--- src/rtl/display_scanner.sv ---
// Time-multiplexed common-anode 7-segment scanner with a tear-free frame handshake.
// Optional leading-zero blanking is enabled by defining LEADING_ZERO_BLANK_EN.
module display_scanner #(
  parameter int N_DIGITS     = 8,
  parameter int PRESCALE     = 100000,
  parameter int GUARD_CYCLES = 16
) (
  input  logic                    clk,
  input  logic                    rst_n,
  input  logic                    load_i,
  input  logic [4*N_DIGITS-1:0]   data_i,
  input  logic [N_DIGITS-1:0]     dp_mask_i,
  input  logic [N_DIGITS-1:0]     en_mask_i,
  output logic [3:0]              bcd_o,
  output logic                    dp_o,
  output logic [N_DIGITS-1:0]     an_o,
  output logic                    ack_o,
  output logic                    frame_o
);

  localparam int CNT_W = $clog2(PRESCALE);
  localparam int IDX_W = $clog2(N_DIGITS);

  typedef enum logic {GUARD, DRIVE} state_t;

  state_t                  state_q, state_d;
  logic [CNT_W-1:0]        cnt_q, cnt_d;
  logic [IDX_W-1:0]        idx_q, idx_d;

  logic [4*N_DIGITS-1:0]   actData_q, actData_d;
  logic [N_DIGITS-1:0]     actDp_q, actDp_d;
  logic [N_DIGITS-1:0]     actEn_q, actEn_d;
  logic [4*N_DIGITS-1:0]   pendData_q, pendData_d;
  logic [N_DIGITS-1:0]     pendDp_q, pendDp_d;
  logic [N_DIGITS-1:0]     pendEn_q, pendEn_d;
  logic                    pendVld_q, pendVld_d;

  logic [N_DIGITS-1:0]     an_q, an_d;
  logic [3:0]              bcd_q, bcd_d;
  logic                    dp_q, dp_d;
  logic                    ack_q, ack_d;
  logic                    frame_q, frame_d;

  logic                    slotEnd, guardEnd, wrap, transfer;
  logic [N_DIGITS-1:0]     blankMask;
  logic [3:0]              actNib [N_DIGITS];

  for (genvar g = 0; g < N_DIGITS; g++) begin : g_nib
    assign actNib[g] = actData_q[4*g +: 4];
  end

`ifdef LEADING_ZERO_BLANK_EN
  // Digit k blanks when it and every digit above it are zero; digit 0 always shows.
  logic [N_DIGITS-1:0]     blank_q, blank_d;
  logic [N_DIGITS:1]       zeroAbove;

  assign zeroAbove[N_DIGITS] = 1'b1;
  for (genvar g = 1; g < N_DIGITS; g++) begin : g_zero
    assign zeroAbove[g] = zeroAbove[g+1] & (pendData_q[4*g +: 4] == 4'h0);
  end

  assign blank_d   = transfer ? {zeroAbove[N_DIGITS-1:1], 1'b0} : blank_q;
  assign blankMask = blank_q;

  always_ff @(posedge clk) begin
    if (!rst_n) blank_q <= {{(N_DIGITS-1){1'b1}}, 1'b0};
    else        blank_q <= blank_d;
  end
`else
  assign blankMask = '0;
`endif

  always_comb begin
    slotEnd  = (cnt_q == CNT_W'(PRESCALE - 1));
    guardEnd = (cnt_q == CNT_W'(GUARD_CYCLES - 1));
    wrap     = slotEnd && (idx_q == IDX_W'(N_DIGITS - 1));
    transfer = wrap && pendVld_q;

    cnt_d = slotEnd ? '0 : cnt_q + 1'b1;
    idx_d = idx_q;
    if (slotEnd) idx_d = wrap ? '0 : idx_q + 1'b1;

    state_d = state_q;
    case (state_q)
      GUARD:   if (guardEnd) state_d = DRIVE;
      DRIVE:   if (slotEnd)  state_d = GUARD;
      default: state_d = GUARD;
    endcase

    actData_d = transfer ? pendData_q : actData_q;
    actDp_d   = transfer ? pendDp_q   : actDp_q;
    actEn_d   = transfer ? pendEn_q   : actEn_q;

    // A load coincident with the wrap lands in pending after the old value moves out.
    pendData_d = load_i ? data_i    : pendData_q;
    pendDp_d   = load_i ? dp_mask_i : pendDp_q;
    pendEn_d   = load_i ? en_mask_i : pendEn_q;
    pendVld_d  = load_i | (pendVld_q & ~transfer);

    // Transfers only happen entering GUARD, so the current active masks are safe here.
    an_d = '1;
    if (state_d == DRIVE && actEn_q[idx_d] && !blankMask[idx_d]) an_d[idx_d] = 1'b0;

    bcd_d   = actNib[idx_q];
    dp_d    = ~actDp_q[idx_q];
    ack_d   = transfer;
    frame_d = wrap;
  end

  always_ff @(posedge clk) begin
    if (!rst_n) begin
      state_q    <= GUARD;
      cnt_q      <= '0;
      idx_q      <= '0;
      actData_q  <= '0;
      actDp_q    <= '0;
      actEn_q    <= '0;
      pendData_q <= '0;
      pendDp_q   <= '0;
      pendEn_q   <= '0;
      pendVld_q  <= 1'b0;
      an_q       <= '1;
      bcd_q      <= 4'h0;
      dp_q       <= 1'b1;
      ack_q      <= 1'b0;
      frame_q    <= 1'b0;
    end else begin
      state_q    <= state_d;
      cnt_q      <= cnt_d;
      idx_q      <= idx_d;
      actData_q  <= actData_d;
      actDp_q    <= actDp_d;
      actEn_q    <= actEn_d;
      pendData_q <= pendData_d;
      pendDp_q   <= pendDp_d;
      pendEn_q   <= pendEn_d;
      pendVld_q  <= pendVld_d;
      an_q       <= an_d;
      bcd_q      <= bcd_d;
      dp_q       <= dp_d;
      ack_q      <= ack_d;
      frame_q    <= frame_d;
    end
  end

  assign an_o    = an_q;
  assign bcd_o   = bcd_q;
  assign dp_o    = dp_q;
  assign ack_o   = ack_q;
  assign frame_o = frame_q;

endmodule

--- config.mk ---
export PLATFORM = sky130hd
export DESIGN_NAME = display_scanner
export DESIGN_NICKNAME = d
export VERILOG_FILES = /design/src/rtl/display_scanner.sv
export SDC_FILE = /design/constraint.sdc
export NUM_CORES = 1
export LEC_CHECK = 0
export CAP_MARGIN = 20
export CORE_ASPECT_RATIO = 1.25
export CORE_MARGIN = 10
export CORE_UTILIZATION = 35
export DETAILED_ROUTE_END_ITERATION = 8
export PLACE_DENSITY_LB_ADDON = 0.08
export SYNTH_ARGS = -nofsm -noshare
export SYNTH_HDL_FRONTEND = slang
export SYNTH_SLANG_ARGS = --single-unit
--- constraint.sdc ---
create_clock -name clk -period 2.3 [get_ports clk]
set_input_delay 0.46 -clock clk [delete_from_list [all_inputs] [get_ports clk]]
set_output_delay 0.46 -clock clk [all_outputs]
set_load 0.1 [all_outputs]
==> summary.log <==
INFO  run_status     run_status=finished, final reports clean
INFO  route          wl_per_cell=14.2um
INFO  power          power.ir.vdd_worst=483uV
INFO  worst_setup_path critical_path_required=2.62ns
INFO  die            top_level_ports=66
INFO  die            die_area=0.0211mm2
INFO  clock_network  insertion_delay=0.41ns
INFO  route          ant_nets=0
INFO  global_routing grt_pass1_vias=3,953
INFO  clock_network  htree_num_levels=4
INFO  placement      numPortBuffers=65
INFO  synthesis      ys_seq_area_share=48.7%
INFO  layout         layout.filler_cells=1,555
INFO  placement      dpl.hpwl=7940um
INFO  clock_network  cts_root_buf=sky130_fd_sc_hd__clkbuf_16
INFO  die            floorplan.die.width=132um
INFO  power          power.switching_fraction=20.0%
INFO  power          intPower=4.19mW
INFO  worst_setup_path critical_path.cell_chain=ha_1 -> and3_1 -> nand3_1 -> nor3_2 -> mux2_2 -> o211ai_1
INFO  timing         slew_headroom=62.7%
INFO  synthesis      syn_area=0.00547mm2
INFO  global_routing gr-usage-all-layers=11.5%
INFO  die            std_cell_rows=51
INFO  placement      dp_slack=0.352ns
INFO  synthesis      synth_top_area_share=48.7%
INFO  power          static-leakage-power=2.53nW
INFO  worst_setup_path critPathCaptureType=flop
INFO  timing         final_max_slew_viol_count=0
INFO  clock_network  clock_sinks=133
INFO  global_routing grt_max_degree=59
INFO  route          drt-pass1-iter-count=4
INFO  timing         tightest_slew=0.558ns
INFO  clock_network  cts_hold_buffers=0
INFO  worst_setup_path cp.arrival=2.28ns
INFO  timing         tns=0ns
INFO  layout         layout.cells.most_common_list=133 x sky130_fd_sc_hd__dfxtp_1, 111 x sky130_fd_sc_hd__nand2_1, 53 x sky130_fd_sc_hd__mux2i_1, 53 x sky130_fd_sc_hd__nor2b_1, 48 x sky130_fd_sc_hd__clkdlybuf4s50_1
INFO  job            max_cap_viol_count=0
INFO  power          power-per-cell-area=766mW/mm2
INFO  route          routed_wl=11,800um
INFO  worst_setup_path critical_path.max_stage_delay=0.39ns
INFO  clock_network  cts-resized-gates=0
INFO  layout         final_common_cell=sky130_fd_sc_hd__dfxtp_1
INFO  worst_setup_path setup_crit_start_kind=flop
INFO  layout         flow.area_growth_from_synthesis=25.1%
INFO  placement      post-place-cells=797
INFO  timing         fin_crit_sh=85.1%
INFO  synthesis      synth_fp_nets=600
INFO  route          drcViolationCount=0
INFO  global_routing number_of_antenna_violations_at_the_first_check_in_global_routing=0
INFO  power          pwr-share-comb=4.8%
INFO  timing         maxClockFrequency=0.511GHz
INFO  power          p_seq_share=45.7%
INFO  route          detailedRoute.firstIterationViolations=152
INFO  worst_setup_path cpMaxStageDelayCell=sky130_fd_sc_hd__mux2_2
INFO  layout         post_route_cells_drive_above_1_share=15.0%
INFO  timing         setup-violations-final=0
INFO  timing         setup_repair_after_global_routing_missed_its_margin=no
INFO  layout         design.final.nets=658
INFO  worst_setup_path worst-path-max-fanout=6
INFO  placement      gp_routability_congestion=0.782
INFO  timing         worst_clock_skew=0.00569ns
INFO  synthesis      mean_instance_size_in_the_synthesized_netlist=10.0um2
INFO  power          p_switching=1.05mW
INFO  synthesis      synth_cells=546
INFO  timing         report.final.hold_viol_count=0
INFO  clock_network  clock_path_buffers=2
INFO  layout         final-instance-count-excl-fill=827
INFO  worst_setup_path critPathBufInv=0
INFO  power          clockPowerShare=49.5%
INFO  die            start_util=35.4%
INFO  synthesis      synthDistinctLibCells=37
INFO  route          vias_cell=4.60
INFO  synthesis      synthDominantAreaCellType=sky130_fd_sc_hd__dfxtp_1
INFO  layout         num_antenna_cells=0
INFO  clock_network  cts_setup_buffers=0
INFO  timing         shortest_period_the_worst_path_allows=1.96ns
INFO  die            core=0.0154mm2
INFO  clock_network  inserted_clock_buffers=17
INFO  synthesis      number_of_synthesized_register_bits=133
INFO  worst_hold_path worstHoldPathType=reg2reg
INFO  clock_network  clkSlewWorstSetupHoldPaths=0.05ns
INFO  route          vias=3,801
INFO  synthesis      post_synth_main_area_contributors=sky130_fd_sc_hd__dfxtp_1 49%, sky130_fd_sc_hd__mux2i_1 9.7%, sky130_fd_sc_hd__nand2_1 7.6%, sky130_fd_sc_hd__nor2b_1 6.1%, sky130_fd_sc_hd__a21boi_0 4.3%
INFO  timing         final_critical_path_setup_slack=0.343ns
INFO  synthesis      yosys_warnings=0
INFO  clock_network  tritoncts=built
INFO  die            die_height=160um
INFO  worst_setup_path critical_path.top_delay_family=simple AND/OR/NAND/NOR gates
INFO  global_routing grt_remaining_overflow=0
INFO  worst_setup_path worst_setup_path_type=reg2reg
INFO  global_routing grt_pass1_wl=19,800um
-- routing by layer --
metal	vias up	part of all wire, %	GRT usage (%)
li1	1958	-	-
met1	1772	45	13.2
met2	56	49	19.3
met3	15	3.4	3.33
met4	0	1.6	5.02
met5	-	0	0
-- stage by stage --
step	utilization, %	hold WS (ns)	cell area (um2)	power [mW]
3_3_place_gp	40.6	0.388	6270	2.70
4_1_cts	44.3	0.396	6840	5.32
2_1_floorplan	-	0.368	5470	2.58
5_1_grt	44.3	0.411	6840	5.45
3_5_place_dp	40.6	0.384	6270	2.70
6_report	44.3	0.393	6840	5.24
-- worst paths after layout --
kind / start / end / slack [ns] / depth (start not counted)
max: cnt_q[0]$_SDFF_PP0_ / an_o[6]$_SDFF_PN1_ / 0.34 / 6
min reg2reg: actEn_q[4]$_SDFFE_PN0P_ / an_o[4]$_SDFF_PN1_ / 0.39 / 1
max reg2reg: cnt_q[0]$_SDFF_PP0_ / an_o[6]$_SDFF_PN1_ / 0.34 / 6
min: actEn_q[4]$_SDFFE_PN0P_ / an_o[4]$_SDFF_PN1_ / 0.39 / 1
-- state kept, by name, summed over array words and instances (netlist names) --
register,count
actData_q,32
pendEn_q,8
dp_o,1
state_q,1
idx_q,3
bcd_o,4
pendDp_q,8
cnt_q,17
pendData_q,32
actDp_q,8
ack_o,1
actEn_q,8
an_o,8
frame_o,1
pendVld_q,1
-- cell type report --
class	instances	area [um2]	share of cell area [%]
clock inverter	3	40.0	0.585
clock buffer	27	533	7.79
timing repair buffer	76	723	10.6
sequential	133	2660	38.9
tap	212	265	3.88
multi-input combinational	376	2620	38.3
-- logic make-up after synthesis --
kind of cell             Yosys count  synth area share (%)
multiplexers                      66                  14.4
AND/OR/NAND/NOR                  235                  21.2
XOR/XNOR                          15                  2.40
AO/OA/AOI/OAI                     57                  9.12
buffers and inverters             37                  3.45
adder cells (fa/ha/maj)            3                 0.686
flip-flops                       133                  48.7
-- power by group through the flow --
stage | Sequential [mW] | Combinational [mW] | Clock [mW]
after detailed placement | 2.45 | 0.257 | 0
after CTS | 2.40 | 0.257 | 2.67
after global placement | 2.45 | 0.253 | 0
after floorplan | 2.43 | 0.145 | 0
final | 2.40 | 0.252 | 2.59
after global routing | 2.40 | 0.278 | 2.77
-- synth_stat cells --
cell type                   instances
sky130_fd_sc_hd__a21boi_0          31
sky130_fd_sc_hd__a21boi_2          20
sky130_fd_sc_hd__and2_1             3
sky130_fd_sc_hd__and3_1             8
sky130_fd_sc_hd__and3b_1            1
sky130_fd_sc_hd__and4_1             4
sky130_fd_sc_hd__and4_4             1
sky130_fd_sc_hd__buf_2             10
sky130_fd_sc_hd__buf_4              2
sky130_fd_sc_hd__buf_6              1
sky130_fd_sc_hd__buf_8              2
sky130_fd_sc_hd__clkbuf_1          22
sky130_fd_sc_hd__dfxtp_1          133
sky130_fd_sc_hd__ha_1               3
sky130_fd_sc_hd__mux2_2             3
sky130_fd_sc_hd__mux2i_1           53
sky130_fd_sc_hd__mux4_2            10
sky130_fd_sc_hd__nand2_1          111
sky130_fd_sc_hd__nand2b_1           2
sky130_fd_sc_hd__nand3_1           11
sky130_fd_sc_hd__nand3_2            1
sky130_fd_sc_hd__nand4_1            7
sky130_fd_sc_hd__nand4b_1           1
sky130_fd_sc_hd__nor2_1            24
sky130_fd_sc_hd__nor2b_1           53
sky130_fd_sc_hd__nor3_1             3
sky130_fd_sc_hd__nor3_2             1
sky130_fd_sc_hd__nor4_4             1
sky130_fd_sc_hd__nor4b_1            2
sky130_fd_sc_hd__o2111ai_1          1
sky130_fd_sc_hd__o211ai_1           2
sky130_fd_sc_hd__o21a_1             1
sky130_fd_sc_hd__o21ai_0            1
sky130_fd_sc_hd__o21ai_1            1
sky130_fd_sc_hd__or3_1              1
sky130_fd_sc_hd__xnor2_1            6
sky130_fd_sc_hd__xor2_1             9
Power figures use the tool's default switching activity.
==> patch 1 (same settings) <==
Change the parameter `N_DIGITS` from 8 to 16.
--- a/src/rtl/display_scanner.sv
+++ b/src/rtl/display_scanner.sv
@@ -2,5 +2,5 @@
 // Optional leading-zero blanking is enabled by defining LEADING_ZERO_BLANK_EN.
 module display_scanner #(
-  parameter int N_DIGITS     = 8,
+  parameter int N_DIGITS     = 16,
   parameter int PRESCALE     = 100000,
   parameter int GUARD_CYCLES = 16
Interface: changed (resized an_o, data_i, dp_mask_i and en_mask_i); port bits go from 66 to 122. No check against the original RTL was run, so the function may have changed too.
==> patch 1 against the original RTL <==
- the flow now finishes with violations (negative setup slack)
- sequential cell count rose by 105
- design area rose by 96%
- global-route usage rose by 3.5 points
- total power rose by 67%
- synthesized area rose by 80%
- worst setup slack got worse by 0.64 ns
- via count rose by 96%
- wire length rose by 130%
- critical path type unchanged
==> patch 1: results (changes against the original RTL) <==
synthesis:
  synth_compound_area_share_pct: 10.8  # was 9.12%
  synth_mux_area_share_pct: 15.7  # was 14.4%
  synthAdderAreaFrac_pct: 0.254  # was 0.686%
timing:
  slew_headroom_pct: 47.5  # was 62.7%
  setup_viol: 113  # was 0
  holdWs_ns: 0.357  # was 0.393 ns
  setup_ws_ns: -0.292  # was 0.343 ns
  clock_skew_ns: 0.0167  # was 0.00569 ns
  setup_total_negative_slack_ns: -29.43  # was 0 ns
cells_and_area:
  drive_above_1_share_pct: 19.2  # was 15.0%
  reg_top3: "actData_q: 64 flops, pendData_q: 64 flops, cnt_q: 17 flops"  # was actData_q: 32 flops, pendData_q: 32 flops, cnt_q: 17 flops
  fillers: 2682  # was 1555
  final_nets: 1286  # was 658
status:
  violations: "negative setup slack"
  status: "finished with violations"  # was finished clean
power_and_ir_drop:
  p_leak_nw: 5.12  # was 2.53 nW
  clock_power_mw: 3.95  # was 2.59 mW
  p_clk_share_pct: 45.1  # was 49.5%
min_path:
  min_path_cells: 4  # was 1
  min_path_type: "in -> reg"  # was reg -> reg
  holdPathEnd: "state_q$_SDFF_PN0_"  # was an_o[4]$_SDFF_PN1_
global_route:
  first_global_vias: 7868  # was 3953
  grt_max_degree: 207  # was 59
place:
  hpwl_um: 16900  # was 7940 µm
cts:
  cts_buffers: 27  # was 17
  clk_path_buf_depth: 3  # was 2
  htree_levels: 1  # was 4
setup_path:
  worstPathMaxFanout: 8  # was 6
  worstRegToRegCells: 7  # was 6
  crit_arrival_ns: 2.98  # was 2.28 ns
## patch 1: cell count changes in the layout (fill, tap and decap cells not counted), moves of 44 or more
| cell | unedited run | this run |
|---|---|---|
| mux2i_1 | 53 | 97 |
| dfxtp_1 | 133 | 235 |
| clkdlybuf4s50_1 | 48 | 96 |
| a21boi_1 | 0 | 96 |
| nand2_1 | 111 | 207 |
| buf_4 | 23 | 88 |
| nor2b_1 | 53 | 98 |
## patch 1: layout make-up
cell class              count  share of cell area [%]
clock buffers              39                    5.67
clock inverters             7                   0.317
inverters                   1                  0.0280
multi-input cells         691                    36.7
flip-flops and latches    238                    35.5
well taps                 350                    3.26
repair buffers            226                    18.5
## patch 1: worst max-delay path, delay by kind of cell, from the launching register on
family / cells / cell delay, ns
DFF: 1 / 0.31
and+or+nand+nor: 4 / 1.37
AOI/OAI and AO/OA: 3 / 0.77
## patch 1: metrics by stage
| stage | util, % | area [µm²] | instances |
|---|---|---|---|
| 2_1_floorplan | - | 9870 | 998 |
| 3_3_place_gp | 42.5 | 11800 | 1469 |
| 3_5_place_dp | 42.5 | 11800 | 1469 |
| 4_1_cts | 48.0 | 13300 | 1550 |
| 5_1_grt | 48.4 | 13400 | 1552 |
| 6_report | 48.4 | 13400 | 1552 |
## patch 1: worst max path at each step
stage | from | end | slack, ns | cells past startpoint
finish | cnt_q[12]$_SDFF_PP0_ | an_o[13]$_SDFF_PN1_ | -0.29 | 7
global route | cnt_q[12]$_SDFF_PP0_ | an_o[12]$_SDFF_PN1_ | -0.40 | 7
CTS | cnt_q[12]$_SDFF_PP0_ | an_o[13]$_SDFF_PN1_ | -0.30 | 7
detailed placement | cnt_q[11]$_SDFF_PP0_ | an_o[13]$_SDFF_PN1_ | -0.44 | 7
global placement | cnt_q[11]$_SDFF_PP0_ | an_o[12]$_SDFF_PN1_ | -0.39 | 7
floorplan | cnt_q[11]$_SDFF_PP0_ | an_o[14]$_SDFF_PN1_ | -0.32 | 7
## patch 1: cell families after synthesis
logic type | Yosys count
multiplexers | 124
AND/OR/NAND/NOR | 420
buffers and inverters | 69
adder cells (fa/ha/maj) | 2
AO/OA/AOI/OAI | 129
flip-flops | 238
XOR/XNOR | 16
## patch 1: metal layers
metal,GRT usage (%),vias to the layer above,share of wire (%)
met5,0,-,0
met4,3.96,0,2.1
met3,2.49,40,3.8
met2,27.2,113,52
met1,17.6,3534,43
li1,-,3780,-
## patch 1: what timing repair did
action | CTS | global route
setup endpoints to repair | 118 | 116
cloned | 13 | 1
pin swaps | 18 | 8
gates resized for setup | 37 | 16
setup buffers | 22 | 1
==> patch 2 (same settings) <==
Without the edit above. Register the output `an_o` once more, cleared by the reset; this adds one clock of latency there. The other outputs are not delayed to match.
--- a/src/rtl/display_scanner.sv
+++ b/src/rtl/display_scanner.sv
@@ -144,5 +144,11 @@
   end
 
-  assign an_o    = an_q;
+  always_ff @(posedge clk) begin
+    if (!rst_n) begin
+      an_o <= '0;
+    end else begin
+      an_o <= an_q;
+    end
+  end
   assign bcd_o   = bcd_q;
   assign dp_o    = dp_q;
Function: changed (Yosys sat finds a counterexample within 4 cycles, from zero or initial values and one cycle with rst_n low).
==> patch 2 against the original RTL <==
- worst setup slack lost 0.13 ns
- sequential cell count grew 8
- synthesized cell count grew 3.5%
- wire length grew 3.2%
- total power grew 7.1%
- cell count grew 2.4%
- synthesized area grew 4.5%
- design area grew 4.0%
- critical path type unchanged
- critical endpoint is now an_q[6]$_SDFF_PN1_
==> patch 2: results (changes against the original RTL) <==
cells_and_area:
  drive_above_1_share_pct: 15.5  # was 15.0%
  final_nets: 674  # was 658
  diodes: 0  # unchanged
  fillers: 1666  # was 1555
  reg_top3: "actData_q: 32 flops, pendData_q: 32 flops, cnt_q: 17 flops"  # unchanged
cts:
  clock_latency_ns: 0.42
  clk_path_buf_depth: 2  # unchanged
  htree_levels: 4  # unchanged
  cts_buffers: 17  # unchanged
setup_path:
  crit_family: "simple AND/OR/NAND/NOR gates"  # unchanged
  reg2reg_slack_ns: 0.21  # was 0.34 ns
  cpPeakStageDelay_ns: 0.44  # was 0.39 ns
  endpoint: "an_q[6]$_SDFF_PN1_"  # was an_o[6]$_SDFF_PN1_
  worstPathMaxFanout: 11  # was 6
  cp_slowest_cell: "or2_2"  # was mux2_2
  crit_arrival_ns: 2.42  # was 2.28 ns
  worstRegToRegCells: 7  # was 6
  cp-startpoint: "cnt_q[0]$_SDFF_PP0_"  # unchanged
synthesis:
  synth.distinct_cells: 50  # was 37
  synth_area_leaders: "dfxtp_1, mux2i_1, nand2_1"  # unchanged
  seq_area_frac_synth_pct: 49.4  # was 48.7%
  yosysWarnings: 0  # unchanged
  synth_common_cells: "dfxtp_1, nand2_1, nor2b_1"  # was dfxtp_1, nand2_1, mux2i_1, nor2b_1, a21boi_0
  ys.flop_type: "dfxtp_1"  # unchanged
  syn_nets: 619  # was 600
timing:
  final.period_utilization_pct: 90.7  # was 85.1%
  clock_skew_ns: 0.00642  # was 0.00569 ns
  finalMaxSlewViolations: 0  # unchanged
  slew_headroom_pct: 70.9  # was 62.7%
global_route:
  grt_use_total_pct: 11.6  # was 11.5%
  grt_max_degree: 121  # was 59
  grt_pass1_wl_um: 20300  # was 19800 µm
  first_global_vias: 4122  # was 3953
  antenna_found_initial: 0  # unchanged
place:
  gp_congestion: 0.780  # was 0.782
  portBuffers: 65  # unchanged
  placed_cell_area_mm2: 0.00652  # was 0.00627 mm²
  post-place-ws_ns: 0.124  # was 0.352 ns
  hpwl_um: 7990  # was 7940 µm
routing:
  wl_per_cell_um: 14.3  # was 14.2 µm
  viasPerCell: 4.60  # about the same
  drtIter0Drc: 167  # was 152
min_path:
  holdPathEnd: "an_q[2]$_SDFF_PN1_"  # was an_o[4]$_SDFF_PN1_
  min_path_cells: 1  # unchanged
  holdCritStartpoint: "actEn_q[2]$_SDFFE_PN0P_"  # was actEn_q[4]$_SDFFE_PN0P_
power_and_ir_drop:
  ir_drop_uv: 451  # was 483 µV
  p_leak_nw: 2.65  # was 2.53 nW
status:
  status: "finished clean"  # unchanged
## patch 2: per-layer routing
metal	global-route usage, %	wire length, µm	vias up
met5	0	0	-
met4	5.60	243	0
met3	3.95	471	18
met2	19.3	6050	60
met1	13.1	5380	1810
li1	-	-	2004
## patch 2: area by class of cell
cell class	instances	area share, %
Sequential cell	141	39.7
Clock buffer	23	6.72
Timing Repair Buffer	73	10.0
Multi-Input combinational cell	382	37.9
Tap cell	216	3.80
Inverter	5	0.264
Clock inverter	7	1.58
## patch 2: worst reg2reg max path: stages (launching register included)
cell and delay (ns):
dfxtp_1 0.37, ha_1 0.19, and3_1 0.30, nand3_2 0.17, or2_2 0.44, o31ai_4 0.31, a211oi_2 0.13, o211ai_1 0.10
## patch 2: logic make-up (layout without fill, tap and decap cells)
logic type,after synthesis,in the layout,share of synthesized area [%]
AND/OR/NAND/NOR,238,238,21.6
flip-flops,141,141,49.4
multiplexers,65,65,13.6
AO/OA/AOI/OAI,62,62,9.02
buffers and inverters,42,108,3.65
XOR/XNOR,14,14,2.14
adder cells (fa/ha/maj),3,3,0.657
## patch 2: stage by stage
step           power [mW]  utilization, %  cells  hold WS (ns)
2_1_floorplan        2.79               -    565         0.368
3_3_place_gp         2.92            40.4    817         0.382
3_5_place_dp         2.93            40.4    817         0.382
4_1_cts              5.70            44.0    847         0.404
5_1_grt              5.83            44.1    847         0.418
6_report             5.61            44.1    847         0.399
## patch 2: timing repair
item,4_1_cts,5_1_grt
endpoints found under the hold margin,0,0
gates resized for setup,0,2
hold buffers,0,0
buffers inserted,0,0
setup endpoints to repair,0,5
## patch 2: power by group
group	switching (mW)	leakage (nW)	internal, mW
sequential	0.0345	1.15	2.51
combinational	0.156	1.21	0.173
clock	0.970	0.289	1.77
